## src/rtl/sif_bridge.sv

```systemverilog
`default_nettype none
// +--------------------------------------------------------------------------+
// | sif_bridge: X-to-W request bridge, in-order request FIFO, read timeout    |
// | Revision 1.0                                                              |
// +--------------------------------------------------------------------------+
module sif_bridge #(
  parameter int            AW       = 16,
  parameter int            DW       = 16,
  parameter int            DEPTH    = 4,
  parameter int            TIMEOUT  = 16,
  parameter logic [DW-1:0] ERR_DATA = '1
) (
  input  logic                       clk,
  input  logic                       rst_n,
  input  logic [AW-1:0]              xa_addr,
  input  logic [DW-1:0]              xa_data_wr,
  input  logic                       xa_wr_s,
  input  logic                       xa_rd_s,
  output logic                       xa_ready,
  output logic [DW-1:0]              xa_data_rd,
  output logic                       xa_rd_valid,
  output logic                       xa_rd_err,
  output logic [AW-1:0]              wa_addr,
  output logic [DW-1:0]              wa_data_wr,
  output logic                       wa_wr_s,
  output logic                       wa_rd_s,
  input  logic                       wa_ready,
  input  logic [DW-1:0]              wa_data_rd,
  input  logic                       wa_rd_valid,
  output logic [$clog2(DEPTH+1)-1:0] fifo_level
);

  localparam int PW = $clog2(DEPTH);
  localparam int LW = $clog2(DEPTH + 1);
  localparam int TW = $clog2(TIMEOUT + 1);
  localparam int EW = 1 + AW + DW;

  typedef enum logic [0:0] {
    IDLE    = 1'b0,
    WAIT_RD = 1'b1
  } state_t;

  logic [EW-1:0] mem [DEPTH];
  logic [PW-1:0] wr_ptr;
  logic [PW-1:0] rd_ptr;
  logic [LW-1:0] level;
  logic [LW-1:0] level_next;
  logic [TW-1:0] timer;
  state_t        state;

  logic          push;
  logic          pop;
  logic          head_is_rd;
  logic [AW-1:0] head_addr;
  logic [DW-1:0] head_data;

  // A simultaneous write+read strobe is stored as a write.
  assign push = (xa_wr_s | xa_rd_s) & xa_ready;
  assign pop  = (state == IDLE) && (level != '0) && wa_ready;

  assign {head_is_rd, head_addr, head_data} = mem[rd_ptr];
  assign fifo_level = level;

  always_comb begin
    level_next = level;
    case ({push, pop})
      2'b10:   level_next = level + LW'(1);
      2'b01:   level_next = level - LW'(1);
      default: level_next = level;
    endcase
  end

  always_ff @(posedge clk) begin
    if (push) begin
      mem[wr_ptr] <= {xa_rd_s & ~xa_wr_s, xa_addr, xa_data_wr};
    end
  end

  // xa_ready is registered from the next level so a push can never hit a full FIFO.
  always_ff @(posedge clk or negedge rst_n) begin
    if (!rst_n) begin
      wr_ptr   <= '0;
      rd_ptr   <= '0;
      level    <= '0;
      xa_ready <= 1'b0;
    end else begin
      if (push) wr_ptr <= wr_ptr + PW'(1);
      if (pop)  rd_ptr <= rd_ptr + PW'(1);
      level    <= level_next;
      xa_ready <= (level_next < LW'(DEPTH));
    end
  end

  always_ff @(posedge clk or negedge rst_n) begin
    if (!rst_n) begin
      state       <= IDLE;
      timer       <= '0;
      wa_addr     <= '0;
      wa_data_wr  <= '0;
      wa_wr_s     <= 1'b0;
      wa_rd_s     <= 1'b0;
      xa_data_rd  <= '0;
      xa_rd_valid <= 1'b0;
      xa_rd_err   <= 1'b0;
    end else begin
      wa_wr_s     <= 1'b0;
      wa_rd_s     <= 1'b0;
      xa_rd_valid <= 1'b0;
      xa_rd_err   <= 1'b0;
      case (state)
        IDLE: begin
          if (pop) begin
            wa_addr    <= head_addr;
            wa_data_wr <= head_data;
            if (head_is_rd) begin
              wa_rd_s <= 1'b1;
              timer   <= '0;
              state   <= WAIT_RD;
            end else begin
              wa_wr_s <= 1'b1;
            end
          end
        end
        WAIT_RD: begin
          // Returned data takes priority over an expiring timer.
          if (wa_rd_valid) begin
            xa_data_rd  <= wa_data_rd;
            xa_rd_valid <= 1'b1;
            state       <= IDLE;
          end else if (timer == TW'(TIMEOUT - 1)) begin
            xa_data_rd  <= ERR_DATA;
            xa_rd_valid <= 1'b1;
            xa_rd_err   <= 1'b1;
            state       <= IDLE;
          end else begin
            timer <= timer + TW'(1);
          end
        end
        default: state <= IDLE;
      endcase
    end
  end

endmodule
`default_nettype wire

```

## config.mk

```make
export PLATFORM = sky130hd
export DESIGN_NAME = sif_bridge
export DESIGN_NICKNAME = d
export VERILOG_FILES = /design/src/rtl/sif_bridge.sv
export SDC_FILE = /design/constraint.sdc
export NUM_CORES = 1
export LEC_CHECK = 0
export BUFFER_PORTS_ARGS = -buffer_cell sky130_fd_sc_hd__buf_2
export CAP_MARGIN = 25
export CORE_ASPECT_RATIO = 0.7
export CORE_MARGIN = 2
export CORE_UTILIZATION = 50
export DETAILED_ROUTE_END_ITERATION = 10
export PLACE_DENSITY_LB_ADDON = 0.12
export RECOVER_POWER = 50
export SLEW_MARGIN = 20
export SYNTH_ARGS = -nofsm -noshare
export SYNTH_HDL_FRONTEND = slang
export SYNTH_SLANG_ARGS = --single-unit
```

## constraint.sdc

```tcl
create_clock -name clk -period 5.5 [get_ports clk]
set_input_delay 0.55 -clock clk [delete_from_list [all_inputs] [get_ports clk]]
set_output_delay 0.55 -clock clk [all_outputs]
set_load 0.02 [all_outputs]
```

==> metrics.txt, run 1 <==
H-tree levels=4; RSZ-0062 raised after global routing=no; Mapped Area=7526 um2; Least-Margin Pin Slew=1649 ps; Antenna Diode Count=0; crit end category=register; Layout Nets=527; final worst clock skew=8.367 ps; # Post-CTS Setup Buffers=0; VDD IR-drop max=0.2626 mV; #FFs+latches synth=198; Post-Syn Area per Cell=21.38 um2; Final Wtd Congestion=0.6793; IO buf count=109; Post-route DRC=0; pwr dens=594.2 nW/um2; CP max stage cell=dfrtp_1; hold_buf cts=0; Starting Density=51.12%; dominant cell type by area after synthesis=edfxtp_1; insertion delay of the later-clocked pin in the worst-skew pair=430 ps; I/O Pins=110; clock root buffer master=clkbuf_16; Leak=3.224 nW; # resized after CTS=0; dpl ws=2810 ps; DIE WIDTH=150.6 um; Cells after Synth=352; Crit path required time=5800 ps; area grow syn2layout=16.71%; Ys Warns=0; vias in the first global route=3,698; Setup CP Type=reg -> reg; clk buf depth=2; Reg clk slew, reported paths=70 ps; CTS tree=built; Iteration-0 DRC Markers=138; row count=37; WL final=12,740 um; register area share after synthesis=74.61%; pin count of the biggest net entering global routing=67; 1st-pass router iterations=4; initial antenna violation count=0; top cells by area, synth=edfxtp_1, dfrtp_1, mux4_2; number of nets with antenna violations after routing=0; Fill cells=1,128; WP data arrival=2810 ps; Core ar.=14,720 um2; Setup-failing EPs final=0; post-synth top area share=52.67%; total congestion overflow=0; Final Hold Viols=0; CP peak stage delay=1450 ps; Yosys cell types=33; WL per Instance=18.94 um; Mapped Nets=414; CP Launch Type=register; Detailed Place HPWL=7337 um; failing checks=max-capacitance violations, max-slew violations; Slew Limit Fails=35; status=finished with violations; HP Class=in -> async; post-route clock period utilization=45.64%; maximum clock rate=0.3984 GHz; total CTS buffers=17; vias per inst=5.294; Tot GR Track Use=16.92%; setup TNS=0 ps; share of post-route cells with drive strength above 1=33.89%; Tmin final=2510 ps; maximum fanout along the worst path=34; worst path cell trace=mux4_2 -> and3_1 -> o21ai_0; die area=16,070 um2; Slew headroom=-9.909%; first-pass GRT wire length=19,750 um; Die H=106.6 um; max cap viols=1; clock sink count=198; area of the multi-input gates=1765 um2; Seq. cell area=5617 um2; total number of vias=3,563; Final Worst Setup Slack=2990 ps
cells in the mapped netlist (all sizes together):
library cell    n
or3b            1
nor2b           3
mux2           33
and3            2
o21ai           2
inv             4
nor3b           1
mux4           33
buf             9
dfrtp          66
and2            5
xor2            2
a31o            1
nor2            4
mux2i           2
edfxtp        132
or3             1
nand2           7
ha              7
xnor2           5
o22a           16
a41oi           1
o21a            2
o22ai           1
clkbuf          7
a211oi          1
nand3           2
nor3            1
fa              1
critical path: cells and delay by family (launching register included):
kind,cells,cell delay [ps]
muxes,1,480
and+or+nand+nor,1,320
AOI/OAI and AO/OA,1,130
DFF,1,1450
registers in the layout, indices dropped and copies added (netlist names), named ones only:
register     count
fifo_level       2
mem            132
rd_ptr           2
state            1
timer            5
wa_addr         16
wa_data_wr      16
wa_rd_s          1
wa_wr_s          1
wr_ptr           2
xa_data_rd      16
xa_rd_err        1
xa_rd_valid      1
xa_ready         1
cell usage in the layout (no fill, tap or decap), types with 2 or more instances in the layout:
cell type	synthesis	routed
dfrtp_1	66	65
mux2_2	6	6
inv_1	4	4
clkbuf_1	7	57
nor2_1	4	4
buf_4	0	2
bufinv_16	0	5
o22a_1	16	16
nand3_1	2	2
mux4_2	33	33
nand2_1	7	7
xnor2_1	5	5
and3_1	2	2
buf_2	3	52
edfxtp_1	132	132
mux2_4	27	27
o21ai_0	2	2
clkbuf_16	0	18
mux2i_1	2	2
clkinv_2	0	3
o21a_1	2	2
ha_1	7	7
clkinvlp_4	0	5
xor2_1	2	2
and2_2	0	4
nor2b_1	3	3
kinds of logic after synthesis:
logic type	Yosys count	synth area share, %
flip-flops	198	74.61
multiplexers	68	16.43
AND/OR/NAND/NOR	27	2.045
AO/OA/AOI/OAI	24	2.677
buffers and inverters	20	1.995
adder cells (fa/ha/maj)	8	1.430
XOR/XNOR	7	0.8146
per-layer routing:
| metal | wire (um) | GRT usage (%) |
|---|---|---|
| met5 | 0 | 0 |
| met4 | 110 | 5.007 |
| met3 | 712 | 6.255 |
| met2 | 6178 | 27.05 |
| met1 | 5742 | 21.97 |
final timing paths:
kind,from,endpoint,slack [ps],cells past startpoint
max in group asynchronous,rst_n,rd_ptr[0]$_DFFE_PN0P_,4630,1
worst max register to register,rd_ptr[1]$_DFFE_PN0P_,timer[1]$_DFFE_PN0P_,2990,3
worst min register to register,wa_data_wr[9]$_DFFE_PN0P_,wa_data_wr[9]$_DFFE_PN0P_,500,1
min in group clk,wa_data_rd[10],xa_data_rd[10]$_DFFE_PN0P_,330,2
worst max-delay path,rd_ptr[1]$_DFFE_PN0P_,timer[1]$_DFFE_PN0P_,2990,3
worst min-delay path,rst_n,wa_data_wr[14]$_DFFE_PN0P_,240,1
through the flow:
step	total power [W]	utilization, %	instance area (um2)	hold WS (ps)	cells
global placement	0.003909	55.69	8198	478.5	641
detailed placement	0.003952	55.69	8198	491.7	641
global route	0.005497	59.66	8783	301.8	673
floorplan	0.003510	-	7526	254.4	352
finish	0.005219	59.66	8783	238.9	673
CTS	0.005313	60.15	8855	272.5	673
area by class of cell:
cell class	count	area share, %
flip-flops and latches	198	63.95
multi-input cells	134	20.10
repair buffers	110	5.527
clock buffers	19	5.171
well taps	195	2.778
clock inverters	13	2.308
inverters	4	0.1709
power breakdown:
part | switching, W | internal (W) | leakage, nW
combinational | 0.000775 | 0.000769 | 0.933
sequential | 0.000268 | 0.00205 | 1.98
clock | 0.000522 | 0.000831 | 0.306
total | 0.00156 | 0.00365 | 3.22
Power figures use the tool's default switching activity.
==> run 2, diff against run 1 <==
==> constraint.sdc (replaced) <==
create_clock -name clk -period 2.2 [get_ports clk]
set_input_delay 0.22 -clock clk [delete_from_list [all_inputs] [get_ports clk]]
set_output_delay 0.22 -clock clk [all_outputs]
set_load 0.02 [all_outputs]
==> metrics.txt, run 2 (synthesis gave the netlist of run 1 again) <==
Setup CP Type=reg -> reg; 1st-pass router iterations=6 (+2); Reg clk slew, reported paths=70 ps (about the same); pwr dens=1406 nW/um2 (+140%); H-tree levels=4 (unchanged); DIE WIDTH=150.6 um (unchanged); Die H=106.6 um (unchanged); number of nets with antenna violations after routing=0 (unchanged); clock sink count=198 (unchanged); share of post-route cells with drive strength above 1=33.21% (-0.68 points); Tmin final=2076 ps (-434.8 ps); WL per Instance=18.40 um (-2.8%); maximum fanout along the worst path=4 (-88%); Final Wtd Congestion=0.7109 (+4.7%); metal1 wirelength=6196 um (+7.9%); VDD IR-drop max=0.6625 mV (+150%); Core ar.=14,720 um2 (unchanged); top sig layer=met4; CP Launch Type=register; DP Cell Count=654 (+2.0%); clock root buffer master=clkbuf_16; CTS tree=built; first-pass GRT wire length=20,670 um (+4.7%); Largest Register=mem; insertion delay of the later-clocked pin in the worst-skew pair=430 ps (about the same); commonest non-fill, non-tap cells in the layout=edfxtp_1, clkbuf_1, dfrtp_1; row count=37 (unchanged); I/O Pins=110 (unchanged); Post-route DRC=0 (unchanged); Detailed Place HPWL=7963 um (+8.5%); Final Worst Setup Slack=124.5 ps (-2865 ps); Iteration-0 DRC Markers=167 (+21%); dpl ws=131.2 ps (-2679 ps); max reg flops=132 (unchanged); FF-to-FF Start=fifo_level[0]$_DFFE_PN0N_; HP Class=in -> reg; initial antenna violation count=0 (unchanged); total CTS buffers=17 (unchanged); vias per inst=5.112 (-3.4%); Slew Limit Fails=67 (+91%); final hold slack=18.21 ps (-220.7 ps); Starting Density=51.12% (unchanged); reg2reg setup slack=120 ps (-2870 ps); CP startpoint=fifo_level[0]$_DFFE_PN0N_; RSZ-0062 raised after global routing=no; Antenna Diode Count=0 (unchanged); Leak=3.436 nW (+6.6%); total number of vias=3,691 (+3.6%); Least-Margin Pin Slew=1553 ps (-95.21 ps); final std cells w/o fill=722 (+7.3%); # Post-CTS Setup Buffers=0 (unchanged); commonest non-fill, non-tap cell in the layout=edfxtp_1; WP data arrival=2430 ps (-380 ps); Crit path required time=2550 ps (-3250 ps); final worst clock skew=8.780 ps (+0.4126 ps); Setup-failing EPs final=0 (unchanged); area grow syn2layout=22.86%; status=finished with violations; FF-to-FF path depth=7 (+4); WL final=13,290 um (+4.3%); wire length on met2=6200 um (+0.36%); HP Start=wa_data_rd[9]; die area=16,070 um2 (unchanged); maximum clock rate=0.4818 GHz (+21%); total power=0.01300 W (+150%); # resized after CTS=0 (unchanged); clk buf depth=2 (unchanged); vias in the first global route=3,720 (+0.59%); IO buf count=109 (unchanged); hold_buf cts=35 (+35); max cap viols=1 (unchanged); post-route clock period utilization=94.34% (+49 points); crit end category=register; Layout Nets=576 (+9.3%); Tot GR Track Use=17.83% (+0.92 points); Final Hold Viols=0 (unchanged); pin count of the biggest net entering global routing=67 (unchanged); total congestion overflow=0 (unchanged); Slew headroom=-3.562% (+6.3 points); met3 WL=718 um (+0.84%); setup TNS=0 ps (unchanged); failing checks=max-capacitance violations, max-slew violations
## run 2: how the worst min path moves through the flow
| stage | to | slack (ps) | cells after the start |
|---|---|---|---|
| after CTS | mem[1][9]$_DFFE_PP_ | 0.3 | 1 |
| after floorplan | asynchronous set/reset pin | -80 | 0 |
| after global routing | xa_data_rd[14]$_DFFE_PN0P_ | 5 | 2 |
| after detailed placement | wa_addr[4]$_DFFE_PN0P_ | 400 | 1 |
| final | xa_data_rd[9]$_DFFE_PN0P_ | 20 | 2 |
| after global placement | wa_addr[4]$_DFFE_PN0P_ | 400 | 1 |
## run 2: layout make-up
class | instances | area, um2
multi-input combinational | 134 | 1780
sequential | 198 | 5620
clock buffer | 23 | 543.0
timing repair buffer | 159 | 984.7
inverter | 4 | 15.01
fill | 1072 | 5475
clock inverter | 9 | 58.81
tap | 195 | 244.0
## run 2: power breakdown
| group | total (W) | internal [W] | leakage, nW | switching [W] |
|---|---|---|---|---|
| sequential | 0.00565 | 0.00513 | 1.98 | 0.000524 |
| clock | 0.00305 | 0.00175 | 0.304 | 0.00130 |
| combinational | 0.00430 | 0.00211 | 1.15 | 0.00219 |
## run 2: critical path: stages, from the launching register on
cell	delay, ps
dfrtp_2	440
or3_4	410
and2_4	180
ha_4	160
fa_2	330
xnor2_1	130
nor2_1	190
xor2_1	160
## run 2: per-layer routing
layer  GRT usage (%)  vias to the layer above
li1                -                     1711
met3           5.021                       15
met5               0                        -
met1           24.83                     1872
met4           6.609                        0
met2           27.24                       93
## run 2: through the flow
stage               util (%)  instance area, um2
finish                 62.81                9246
global route           62.81                9246
CTS                    63.28                9315
detailed placement     56.81                8363
global placement       56.81                8363
floorplan                  -                7543
